## src/rtl/tlul_mem_arbiter.sv

```systemverilog
// tlul_mem_arbiter: round-robin arbiter that lets NumHosts TL-UL hosts share a
// single in-order main-memory TL-UL device. The A channel is granted with zero
// added latency. Each accepted request's host index goes into an ID FIFO, and
// the FIFO head steers the D channel back to the host that issued it.
//
// Ports
//   clk_i         : clock, rising edge
//   rst_i         : synchronous active-high reset
//   host_req_i    : per-host TL-UL requests (A channel + d_ready)
//   host_rsp_o    : per-host TL-UL responses (D channel + a_ready)
//   mem_req_o     : request to the memory device
//   mem_rsp_i     : response from the memory device
//   outstanding_o : number of accepted requests still waiting for a D response
//   err_o         : sticky; set when a D response arrives with nothing in flight

package tlul_pkg;
  localparam int unsigned SrcW  = 8;
  localparam int unsigned AddrW = 32;
  localparam int unsigned DataW = 32;
  localparam int unsigned MaskW = DataW / 8;

  typedef struct packed {
    logic             a_valid;
    logic [2:0]       a_opcode;
    logic [2:0]       a_param;
    logic [1:0]       a_size;
    logic [SrcW-1:0]  a_source;
    logic [AddrW-1:0] a_address;
    logic [MaskW-1:0] a_mask;
    logic [DataW-1:0] a_data;
    logic             d_ready;
  } tl_h2d_t;

  typedef struct packed {
    logic             d_valid;
    logic [2:0]       d_opcode;
    logic [2:0]       d_param;
    logic [1:0]       d_size;
    logic [SrcW-1:0]  d_source;
    logic             d_sink;
    logic [DataW-1:0] d_data;
    logic             d_error;
    logic             a_ready;
  } tl_d2h_t;
endpackage

module tlul_mem_arbiter #(
  parameter int unsigned NumHosts       = 4,
  parameter int unsigned MaxOutstanding = 4
) (
  input  logic                                clk_i,
  input  logic                                rst_i,
  input  tlul_pkg::tl_h2d_t                   host_req_i [NumHosts],
  output tlul_pkg::tl_d2h_t                   host_rsp_o [NumHosts],
  output tlul_pkg::tl_h2d_t                   mem_req_o,
  input  tlul_pkg::tl_d2h_t                   mem_rsp_i,
  output logic [$clog2(MaxOutstanding+1)-1:0] outstanding_o,
  output logic                                err_o
);

  localparam int unsigned IdxW = $clog2(NumHosts);
  localparam int unsigned PtrW = (MaxOutstanding > 1) ? $clog2(MaxOutstanding) : 1;
  localparam int unsigned CntW = $clog2(MaxOutstanding + 1);

  typedef enum logic {IDLE, LOCKED} state_e;

  state_e          state_q, state_d;
  logic [IdxW-1:0] rr_ptr_q, lock_idx_q;
  logic [IdxW-1:0] arb_idx, winner, head;
  logic [IdxW:0]   cand_sum;
  logic [IdxW-1:0] cand_idx;
  logic            arb_found, grant;
  logic            a_hs, d_hs, d_drop;
  logic            full, empty;

  logic [IdxW-1:0] id_fifo_q [MaxOutstanding];
  logic [PtrW-1:0] wr_ptr_q, rd_ptr_q;
  logic [CntW-1:0] cnt_q;

  // Pointer increment that wraps at the (possibly non-power-of-two) depth.
  function automatic logic [PtrW-1:0] ptr_inc(input logic [PtrW-1:0] p);
    return (p == PtrW'(MaxOutstanding - 1)) ? '0 : p + PtrW'(1);
  endfunction

  assign full          = (cnt_q == CntW'(MaxOutstanding));
  assign empty         = (cnt_q == '0);
  assign head          = id_fifo_q[rd_ptr_q];
  assign outstanding_o = cnt_q;

  assign a_hs   = grant && mem_rsp_i.a_ready;
  assign d_hs   = !rst_i && !empty && mem_rsp_i.d_valid && host_req_i[head].d_ready;
  assign d_drop = !rst_i && empty && mem_rsp_i.d_valid;

  // Round-robin search: first requesting host at or after rr_ptr.
  always_comb begin
    arb_found = 1'b0;
    arb_idx   = '0;
    cand_sum  = '0;
    cand_idx  = '0;
    for (int unsigned k = 0; k < NumHosts; k++) begin
      cand_sum = {1'b0, rr_ptr_q} + (IdxW+1)'(k);
      if (cand_sum >= (IdxW+1)'(NumHosts)) begin
        cand_sum = cand_sum - (IdxW+1)'(NumHosts);
      end
      cand_idx = IdxW'(cand_sum);
      if (!arb_found && host_req_i[cand_idx].a_valid) begin
        arb_found = 1'b1;
        arb_idx   = cand_idx;
      end
    end
  end

  // Grant FSM: state register.
  always_ff @(posedge clk_i) begin
    if (rst_i) begin
      state_q <= IDLE;
    end else begin
      state_q <= state_d;
    end
  end

  // Grant FSM: next state. LOCKED pins the winner while a_ready is low.
  always_comb begin
    state_d = state_q;
    case (state_q)
      IDLE:    if (grant && !mem_rsp_i.a_ready) state_d = LOCKED;
      LOCKED:  if (!grant || mem_rsp_i.a_ready) state_d = IDLE;
      default: state_d = IDLE;
    endcase
  end

  // Grant FSM: outputs and channel steering.
  always_comb begin
    winner = arb_idx;
    grant  = arb_found;
    if (state_q == LOCKED) begin
      winner = lock_idx_q;
      grant  = host_req_i[lock_idx_q].a_valid;
    end
    if (full || rst_i) begin
      grant = 1'b0;
    end

    mem_req_o = '0;
    if (grant) begin
      mem_req_o = host_req_i[winner];
    end
    mem_req_o.a_valid = grant;
    // With nothing in flight, stray responses are sunk so the device never stalls.
    mem_req_o.d_ready = !rst_i && (empty || host_req_i[head].d_ready);

    for (int unsigned i = 0; i < NumHosts; i++) begin
      host_rsp_o[i]         = mem_rsp_i;
      host_rsp_o[i].a_ready = grant && (winner == IdxW'(i)) && mem_rsp_i.a_ready;
      host_rsp_o[i].d_valid = !rst_i && !empty && (head == IdxW'(i)) && mem_rsp_i.d_valid;
    end
  end

  // Arbitration pointer, lock holder, FIFO pointers, occupancy and error flag.
  always_ff @(posedge clk_i) begin
    if (rst_i) begin
      rr_ptr_q   <= '0;
      lock_idx_q <= '0;
      wr_ptr_q   <= '0;
      rd_ptr_q   <= '0;
      cnt_q      <= '0;
      err_o      <= 1'b0;
    end else begin
      if (state_q == IDLE && grant) begin
        lock_idx_q <= winner;
      end
      if (a_hs) begin
        rr_ptr_q <= (winner == IdxW'(NumHosts - 1)) ? '0 : winner + IdxW'(1);
        wr_ptr_q <= ptr_inc(wr_ptr_q);
      end
      if (d_hs) begin
        rd_ptr_q <= ptr_inc(rd_ptr_q);
      end
      if (a_hs && !d_hs) begin
        cnt_q <= cnt_q + CntW'(1);
      end else if (!a_hs && d_hs) begin
        cnt_q <= cnt_q - CntW'(1);
      end
      if (d_drop) begin
        err_o <= 1'b1;
      end
    end
  end

  // ID FIFO storage; contents are qualified by the occupancy count.
  always_ff @(posedge clk_i) begin
    if (a_hs) begin
      id_fifo_q[wr_ptr_q] <= winner;
    end
  end

endmodule

```

## config.mk

```make
export PLATFORM = sky130hd
export DESIGN_NAME = tlul_mem_arbiter
export DESIGN_NICKNAME = d
export VERILOG_FILES = /design/src/rtl/tlul_mem_arbiter.sv
export SDC_FILE = /design/constraint.sdc
export NUM_CORES = 1
export LEC_CHECK = 0
export CAP_MARGIN = 20
export CORE_AREA = 2 2 272 274
export DETAILED_ROUTE_END_ITERATION = 10
export DIE_AREA = 0 0 274 276
export GPL_TIMING_DRIVEN = 0
export PLACE_DENSITY_LB_ADDON = 0.25
export SYNTH_ARGS = -nofsm -noshare
export SYNTH_HDL_FRONTEND = slang
export SYNTH_SLANG_ARGS = --single-unit
```

## constraint.sdc

```tcl
create_clock -name clk_i -period 2.8 [get_ports clk_i]
set_clock_uncertainty 0.15 [all_clocks]
set_input_delay 0.56 -clock clk_i [delete_from_list [all_inputs] [get_ports clk_i]]
set_output_delay 0.56 -clock clk_i [all_outputs]
set_load 0.005 [all_outputs]
```

==> flow_metrics.py, run 1 <==
metrics = {
    "status": {
        "status": "finished with violations",
        "violations": "negative setup slack",
    },
    "clock_tree": {
        "numCtsBuffers": 3,
        "clk_latency_ns": 0.26,
        "clk_pin_slew_ns": 0.07,
        "clockRootBuffer": "clkbuf_16",
        "htreeDepth": 1,
        "tritoncts": "done",
        "cts.sinks": 23,
        "clockBufferDepth": 2,
        "cts_hold_buffers": 0,
    },
    "sta": {
        "clock.fmax_mhz": 311.3,
        "period_share_pct": 114.7,
        "hold_viol_final": 0,
        "rsz0062_at_grt": "true",
        "slew_viol_final": 0,
        "tightest_slew_ns": 0.5508,
        "slew_headroom_pct": 63.28,
        "setup_violations": 88,
        "fin_ws_ns": -0.4125,
        "finalSetupTns_ns": -30.03,
        "fin_crit_ns": 3.212,
    },
    "power_and_ir_drop": {
        "ir_worst_vdd_uv": 212.0,
        "p_leak_uw": 0.006285,
        "power.density_nw_per_um2": 353.0,
    },
    "placement": {
        "place_inst": 2229,
        "place.gp.congestion": 0.7443,
        "detailed_place_hpwl_mm": 34.11,
        "io_buffers": 645,
    },
    "logic_synthesis": {
        "syn_inst": 624,
        "ys_ff_latch": 23,
        "synth_edf_count": 8,
        "yosysSeqAreaShare_pct": 9.190,
        "syn-num-nets": 1033,
        "avgSynthCellArea_um2": 9.426,
        "synthArstFlopShare_pct": 0,
        "ys.flop_type": "dfxtp_1",
        "syn_area_um2": 5882,
        "ys_types": 44,
        "synth-warning-count": 0,
    },
    "detailed_routing": {
        "wl_per_cell_um": 17.59,
        "drc_errors": 0,
        "vias": 7327,
        "ant_nets": 0,
        "vias_per_cell": 3.131,
        "dr.pass1.iters": 4,
        "drt_iter0_drc": 112,
        "wl_mm": 41.15,
    },
    "setup_path": {
        "worst-setup-path-type": "in -> out",
        "slowest_delay_ns": 0.35,
        "slowest_stage": "o41ai_2",
        "critPathRequiredTime_ns": 2.09,
        "cpMostUsedCell": "buf_12",
        "worstPathCellList": "buf_8 -> or2b_4 -> a21oi_2 -> o41ai_2 -> buf_6 -> buf_16 -> buf_12 -> buf_12 -> buf_12 -> mux2i_2 -> o22ai_2 -> buf_2",
        "crit_fanout": 6,
        "worstSetupEndpointType": "output port",
        "start_kind": "input port",
        "ff2ff_path_depth": 11,
        "worstPathArrival_ns": 2.50,
        "cp-startpoint": "host_req_i[171]",
    },
    "global_route": {
        "grt_overflow_total": 0,
        "grt_max_degree": 14,
        "grt_pass1_wl_mm": 56.40,
        "grt_util_all_layers_pct": 10.10,
        "antenna_found_initial": 3,
        "grt_pass1_vias": 7995,
    },
    "worst_hold_path": {
        "hold_start": "lock_idx_q[1]$_SDFFE_PP0P_",
        "worstHoldPathCells": 2,
        "hold_path_class": "reg -> reg",
    },
    "floorplanning": {
        "core_area_um2": 72590,
        "die_area_um2": 75620,
        "start_util_pct": 8.103,
        "rows": 99,
        "chipWidth_um": 274,
        "ios": 696,
        "die_y_um": 276,
    },
    "layout": {
        "fillers": 7938,
        "mostFrequentLayoutCells": "clkdlybuf4s50_1, buf_4, mux2i_1",
        "postLayoutCoreUtil_pct": 21.60,
        "nets": 1790,
        "layout_commonest_cell": "clkdlybuf4s50_1",
        "area_growth_pct": 166.5,
        "drive_above_1_share_pct": 45.36,
        "layout.cells.non_filler": 2340,
    },
    "run": {
        "cap_viol_max_count": 0,
    },
}
==> power by group <==
| group | internal (uW) | total [uW] | switching (uW) |
|---|---|---|---|
| registers | 392 | 438 | 45.3 |
| clock network | 192 | 320 | 128 |
| logic | 2940 | 4780 | 1840 |
| total | 3520 | 5530 | 2010 |
==> registers in the layout, indices dropped and copies added, names as in the netlist, named ones only <==
name           count
outstanding_o      3
lock_idx_q         2
rr_ptr_q           2
rd_ptr_q           2
wr_ptr_q           2
err_o              1
state_q            1
id_fifo_q          8
==> per-layer routing <==
| layer | track usage, % | wire length, um |
|---|---|---|
| met1 | 11.45 | 16220 |
| met2 | 19.81 | 22040 |
| met3 | 2.119 | 2802 |
| met4 | 0.6410 | 87 |
| met5 | 0 | 0 |
==> Yosys cell counts (all sizes together) (2+ instances only) <==
cell type	count	area, um2
nand2	8	30.03
mux2i	173	1732
a21oi	9	48.80
o2111ai	2	23.77
mux4	3	67.56
ha	10	125.1
buf	229	1862
xor2	2	17.52
clkbuf	12	75.07
nor2b	4	25.02
nor3b	2	15.01
o31ai	2	15.01
inv	8	30.03
o211ai	2	25.02
nand2b	5	31.28
o21ai	2	13.76
and2	12	77.58
o22ai	85	913.4
mux2	2	22.52
nor2	16	60.06
edfxtp	8	240.2
dfxtp	15	300.3
a21o	3	22.52
==> path summary, 6_finish.rpt <==
kind | to | slack (ns)
min | lock_idx_q[1]$_SDFFE_PP0P_ | 0.33
min reg2reg | lock_idx_q[1]$_SDFFE_PP0P_ | 0.33
max reg2reg | outstanding_o[2]$_SDFFE_PP0P_ | 0.02
max | mem_req_o[44] | -0.41
==> worst max-delay path: cells and delay by family <==
| family | cells | cell delay, ns |
|---|---|---|
| AO/OA/AOI/OAI | 3 | 0.50 |
| AND/OR/NAND/NOR | 1 | 0.20 |
| multiplexers | 1 | 0.21 |
| buffers and inverters | 7 | 1.01 |
==> per-stage QoR <==
step | worst slack (ns) | power [uW] | area [um2] | hold WS, ns
floorplan | 0.004610 | 2141 | 5892 | 0.2949
global placement | -2.165 | 4076 | 13550 | 0.3252
detailed placement | -1.869 | 4097 | 13560 | 0.3268
CTS | -0.4454 | 5316 | 15040 | 0.3363
global route | -0.5402 | 5869 | 15680 | 0.3722
finish | -0.4125 | 5535 | 15680 | 0.3318
==> kinds of logic (layout without fill, tap and decap cells) <==
family,Yosys count,count (layout),share of synthesized area [%]
simple gates,52,52,4.680
other cells,0,1,0
xor+xnor,2,2,0.2979
mux,178,178,30.97
flops,23,23,9.190
buf+inv,249,1005,33.44
fa+ha+maj,11,11,2.468
compound gates,109,109,18.95
==> timing repair <==
| item | CTS | global route |
|---|---|---|
| resized for setup | 570 | 90 |
| endpoints found under the setup margin | 99 | 95 |
| pin swaps | 71 | 22 |
| cloned | 6 | 0 |
| buffers inserted | 83 | 22 |
==> final cells by class <==
type                    count  area, um2  share of cell area, %
inverters                   8      32.53                 0.2075
repair buffers            756       7541                  48.10
clock inverters             1      5.005                0.03192
flip-flops and latches     23      544.3                  3.472
clock buffers               3      75.07                 0.4789
plain buffers             237       2151                  13.72
diodes                      1      2.502                0.01596
well taps                 959       1200                  7.654
multi-input cells         352       4126                  26.32
Power figures use the tool's default switching activity.
==> run 2: changes to the inputs <==
CAP_MARGIN = default   (was 20)
==> flow_metrics.py, run 2 (synthesis results as in run 1) <==
metrics = {
    "floorplanning": {
        "rows": 99,
        "die_area_um2": 75620,
        "die_y_um": 276,
        "ios": 696,
        "core_area_um2": 72590,
        "start_util_pct": 8.103,
        "chipWidth_um": 274,
    },
    "clock_tree": {
        "clockRootBuffer": "clkbuf_16",
        "tritoncts": "done",
        "cts_hold_buffers": 0,
        "htreeDepth": 1,
        "cts.sinks": 23,
        "clk_pin_slew_ns": 0.06,
        "clk_latency_ns": 0.26,
        "numCtsBuffers": 3,
        "clockBufferDepth": 2,
    },
    "global_route": {
        "grt_util_all_layers_pct": 10.34,
        "grt_max_degree": 14,
        "grt_pass1_vias": 8047,
        "antenna_found_initial": 4,
        "grt_overflow_total": 0,
        "grt_pass1_wl_mm": 57.38,
    },
    "sta": {
        "period_share_pct": 115.0,
        "fin_ws_ns": -0.4207,
        "slew_headroom_pct": 60.05,
        "whs_ns": 0.3290,
        "clock.fmax_mhz": 310.5,
        "hold_viol_final": 0,
        "tightest_slew_ns": 0.5947,
        "slew_viol_final": 0,
        "fin_crit_ns": 3.221,
        "rsz0062_at_grt": "true",
        "setup_violations": 88,
    },
    "layout": {
        "drive_above_1_share_pct": 48.02,
        "mostFrequentLayoutCells": "clkdlybuf4s50_1, buf_4, mux2i_1",
        "nets": 1826,
        "largest-register": "id_fifo_q",
        "multi_input_area_um2": 4293,
        "layout.cells.non_filler": 2376,
        "area_growth_pct": 176.8,
        "largest_reg_flops": 8,
        "seqCellArea_um2": 544.3,
        "layout_commonest_cell": "clkdlybuf4s50_1",
        "fillers": 7905,
    },
    "power_and_ir_drop": {
        "power.density_nw_per_um2": 361.6,
        "p_leak_uw": 0.006560,
        "ir_worst_vdd_uv": 195.9,
    },
    "worst_hold_path": {
        "hold_path_class": "reg -> reg",
    },
    "detailed_routing": {
        "wl_per_cell_um": 18.07,
        "vias": 7563,
        "wl_mm": 42.95,
        "drt_iter0_drc": 134,
        "drc_errors": 0,
        "ant_nets": 0,
        "vias_per_cell": 3.183,
        "dr.pass1.iters": 4,
    },
    "run": {
        "cap_viol_max_count": 0,
    },
    "setup_path": {
        "worstSetupEndpointType": "output port",
        "slowest_delay_ns": 0.27,
        "worst-setup-path-type": "in -> out",
        "worstPathCellList": "buf_6 -> or2b_4 -> a21oi_4 -> o41ai_2 -> buf_6 -> buf_12 -> buf_12 -> buf_12 -> buf_12 -> mux2i_4 -> o22ai_4 -> buf_2",
        "path_buf_inv": 7,
        "cpLargestDelayFamily": "buffers and inverters",
        "critPathRequiredTime_ns": 2.09,
        "worstPathArrival_ns": 2.51,
        "crit_fanout": 5,
        "start_kind": "input port",
        "slowest_stage": "or2b_4",
        "cpMostUsedCell": "buf_12",
    },
    "status": {
        "status": "finished with violations",
        "violations": "negative setup slack",
    },
    "placement": {
        "detailed_place_hpwl_mm": 33.94,
        "place.gp.congestion": 0.7443,
        "place_inst": 2228,
        "io_buffers": 645,
    },
}
## run 2: cell types whose count changed in the layout (fill, tap and decap cells not counted), sizes merged
cell / before / now
clkdlybuf4s50: 547 / 546
buf: 427 / 461
bufbuf: 0 / 1
dlygate4sd2: 0 / 1
clkbuf: 18 / 19
## run 2: what timing repair did
action	CTS	global route
gates cloned	8	4
resized for setup	628	129
pin swaps	73	34
buffers inserted	109	33
endpoints found under the setup margin	99	95
## run 2: stage by stage
| stage | instance area, um2 | util, % | TNS, ns | setup WS [ns] | power [uW] |
|---|---|---|---|---|---|
| after global placement | 13550 | 18.66 | -128.02 | -2.165 | 4076 |
| after global routing | 16280 | 22.43 | -33.19 | -0.4795 | 6237 |
| after detailed placement | 13550 | 18.66 | -127.41 | -2.176 | 4094 |
| after floorplan | 5892 | - | 0 | 0.004610 | 2141 |
| final | 16280 | 22.43 | -24.56 | -0.4207 | 5888 |
| after CTS | 15560 | 21.44 | -29.10 | -0.4602 | 5608 |
## run 2: area by class of cell
class | count | share of cell area, %
timing repair buffer | 790 | 48.53
multi-input combinational | 352 | 26.36
buffer | 239 | 13.67
tap | 959 | 7.369
sequential | 23 | 3.343
clock buffer | 3 | 0.4610
inverter | 8 | 0.2152
clock inverter | 1 | 0.03074
antenna | 1 | 0.01537
## run 2: final timing paths
path	from	to	slack [ns]	cells past startpoint
max	host_req_i[257]	mem_req_o[18]	-0.42	12
min	lock_idx_q[1]$_SDFFE_PP0P_	lock_idx_q[1]$_SDFFE_PP0P_	0.33	2
max reg2reg	register	outstanding_o[2]$_SDFFE_PP0P_	0.04	11
min reg2reg	lock_idx_q[1]$_SDFFE_PP0P_	lock_idx_q[1]$_SDFFE_PP0P_	0.33	2
## run 2: tightest hold or removal path, stage by stage, from the launching register on
cell and delay [ns]:
dfxtp_1 0.33, nand2_1 0.06, a21oi_1 0.05
## run 2: layer usage
| metal | up-vias | GRT usage [%] | routed length (um) |
|---|---|---|---|
| met1 | 3555 | 11.66 | 16430 |
| met2 | 346 | 20.25 | 22790 |
| met3 | 16 | 2.267 | 3244 |
| met5 | - | 0 | 0 |
| li1 | 3646 | - | - |
| met4 | 0 | 0.7525 | 483 |
## run 2: power breakdown
group | switching (uW) | internal [uW] | leakage (uW)
registers | 46.8 | 393 | 0.000198
clock network | 121 | 192 | 0.0000409
logic | 1970 | 3160 | 0.00632
total | 2140 | 3750 | 0.00656
==> run 3: changes to the inputs <==
ABC_AREA = 0   (was default)
clock period = 4 ns   (was 2.8 ns; I/O delays follow)
==> flow_metrics.py, run 3 (synthesis results as in run 1) <==
metrics = {
    "setup_path": {
        "cpMostUsedCell": "buf_6",
        "cp-startpoint": "host_req_i[171]",
        "rr_startpoint": "state_q$_SDFF_PP0_",
        "crit_fanout": 10,
        "r2r_slack_ns": 0.89,
        "worst-setup-path-type": "in -> out",
        "setup.worst_path.end": "mem_req_o[29]",
        "ff2ff_path_depth": 10,
        "slowest_stage": "clkdlybuf4s50_1",
        "slowest_delay_ns": 0.54,
        "critPathRequiredTime_ns": 3.05,
        "rr_endpoint": "outstanding_o[2]$_SDFFE_PP0P_",
        "worstPathCellList": "buf_2 -> or2b_4 -> a21oi_4 -> o41ai_4 -> buf_6 -> buf_6 -> buf_4 -> clkbuf_8 -> mux2i_1 -> o22ai_2 -> clkdlybuf4s50_1",
        "worstPathArrival_ns": 2.95,
        "worstSetupEndpointType": "output port",
        "start_kind": "input port",
    },
    "layout": {
        "postLayoutCoreUtil_pct": 19.63,
        "mostFrequentLayoutCells": "clkdlybuf4s50_1, buf_4, mux2i_1",
        "largest_reg_flops": 8,
        "layout.cells.non_filler": 2260,
        "area_growth_pct": 142.2,
        "largest-register": "id_fifo_q",
        "n_antenna_cell": 0,
        "drive_above_1_share_pct": 29.21,
        "seqCellArea_um2": 540.5,
        "multi_input_area_um2": 3572,
        "nets": 1711,
        "layout_commonest_cell": "clkdlybuf4s50_1",
        "fillers": 8039,
    },
    "power_and_ir_drop": {
        "internal-power_uw": 2013,
        "ir_worst_vdd_uv": 129.7,
        "clock_power_share_pct": 7.0,
        "power.density_nw_per_um2": 224.9,
        "power.share.combinational_pct": 83.6,
        "p_seq_share_pct": 9.4,
        "p_sw_uw": 1191,
        "switching_share_pct": 37.17,
        "p_leak_uw": 0.005752,
    },
    "clock_tree": {
        "htreeDepth": 1,
        "cts.sinks": 23,
        "cts_hold_buffers": 0,
        "clk_pin_slew_ns": 0.07,
        "clockRootBuffer": "clkbuf_16",
        "clockBufferDepth": 2,
        "numCtsBuffers": 3,
        "clk_latency_ns": 0.26,
        "tritoncts": "done",
    },
    "floorplanning": {
        "die_y_um": 276,
        "chipWidth_um": 274,
        "rows": 99,
        "ios": 696,
        "core_area_um2": 72590,
        "die_area_um2": 75620,
        "start_util_pct": 8.103,
    },
    "detailed_routing": {
        "wl_mm": 38.75,
        "drt_iter0_drc": 197,
        "vias": 7008,
        "drc_errors": 0,
        "ant_nets": 0,
        "vias_per_cell": 3.101,
        "wl_per_cell_um": 17.15,
        "dr.pass1.iters": 4,
    },
    "sta": {
        "slew_viol_final": 0,
        "hold_viol_final": 0,
        "fin_ws_ns": 0.1014,
        "finalSetupTns_ns": 0,
        "rsz0062_at_grt": "true",
        "period_share_pct": 97.47,
        "slew_headroom_pct": 65.37,
        "fin_crit_ns": 3.899,
        "tightest_slew_ns": 0.5195,
        "setup_violations": 0,
        "clock.fmax_mhz": 256.5,
    },
    "placement": {
        "pre_cts_ws_ns": -1.095,
        "detailed_place_hpwl_mm": 32.94,
        "place_inst": 2228,
        "io_buffers": 645,
        "place.gp.congestion": 0.7690,
    },
    "run": {
        "cap_viol_max_count": 0,
    },
    "global_route": {
        "grt_max_degree": 13,
        "grt_overflow_total": 0,
        "grt_pass1_wl_mm": 52.83,
        "grt_util_all_layers_pct": 9.473,
        "grt_pass1_vias": 7432,
        "antenna_found_initial": 2,
    },
    "status": {
        "status": "completed",
    },
    "worst_hold_path": {
        "hold_path_class": "reg -> reg",
    },
}
## run 3: cell types whose count changed in the layout (fill, tap and decap cells not counted), sizes merged
cell | before | now
buf | 461 | 263
dlygate4sd2 | 1 | 51
clkdlybuf4s50 | 546 | 575
clkdlybuf4s15 | 0 | 7
clkbuf | 19 | 15
dlymetal6s2s | 4 | 7
bufbuf | 1 | 0
clkinv | 1 | 0
diode | 1 | 0
## run 3: worst min-delay path by stage
stage	from	to	slack, ns	cells past startpoint
6_report	lock_idx_q[1]$_SDFFE_PP0P_	lock_idx_q[1]$_SDFFE_PP0P_	0.33	2
2_1_floorplan	lock_idx_q[1]$_SDFFE_PP0P_	lock_idx_q[1]$_SDFFE_PP0P_	0.29	2
5_1_grt	lock_idx_q[1]$_SDFFE_PP0P_	lock_idx_q[1]$_SDFFE_PP0P_	0.37	2
3_5_place_dp	lock_idx_q[1]$_SDFFE_PP0P_	lock_idx_q[1]$_SDFFE_PP0P_	0.32	2
3_3_place_gp	lock_idx_q[1]$_SDFFE_PP0P_	lock_idx_q[1]$_SDFFE_PP0P_	0.33	2
4_1_cts	lock_idx_q[1]$_SDFFE_PP0P_	lock_idx_q[1]$_SDFFE_PP0P_	0.33	2
## run 3: worst max-delay path: cells and delay by family
| kind | cells | cell delay, ns |
|---|---|---|
| multiplexers | 1 | 0.15 |
| AND/OR/NAND/NOR | 1 | 0.30 |
| AO/OA/AOI/OAI | 3 | 0.40 |
| buffers and inverters | 6 | 1.28 |
## run 3: power by group through the flow
stage               Clock [uW]  Combinational [uW]  Sequential (uW)
detailed placement           0                2520              306
global placement             0                2510              305
floorplan                    0                1200              300
global route               232                2880              308
finish                     223                2680              301
CTS                        228                2760              302
## run 3: cell type report
class                           count  area share [%]
Inverter                            8          0.2108
Sequential cell                    23           3.794
Multi-Input combinational cell    352           25.07
Buffer                            239           14.47
Tap cell                          959           8.423
Clock buffer                        4          0.5533
Timing Repair Buffer              675           47.48
## run 3: metrics by stage
| step | cell area (um2) | hold slack [ns] | power [uW] |
|---|---|---|---|
| after floorplan | 5882 | 0.2949 | 1496 |
| after global placement | 13540 | 0.3272 | 2819 |
| after detailed placement | 13540 | 0.3249 | 2824 |
| after CTS | 14200 | 0.3343 | 3290 |
| after global routing | 14250 | 0.3694 | 3420 |
| final | 14250 | 0.3345 | 3204 |
## run 3: repair_timing
action / CTS / global route
setup buffers: 27 / 0
pin swaps: 3 / 0
gates resized for setup: 155 / 21
gates cloned: 3 / 0
hold endpoints to repair: 0 / 0
setup endpoints to repair: 88 / 41
## run 3: layer usage
| layer | global-route usage, % | wire length (um) |
|---|---|---|
| met5 | 0 | 0 |
| met1 | 10.07 | 13900 |
| met4 | 0.5853 | 149 |
| met3 | 2.293 | 3477 |
| met2 | 19.17 | 21220 |
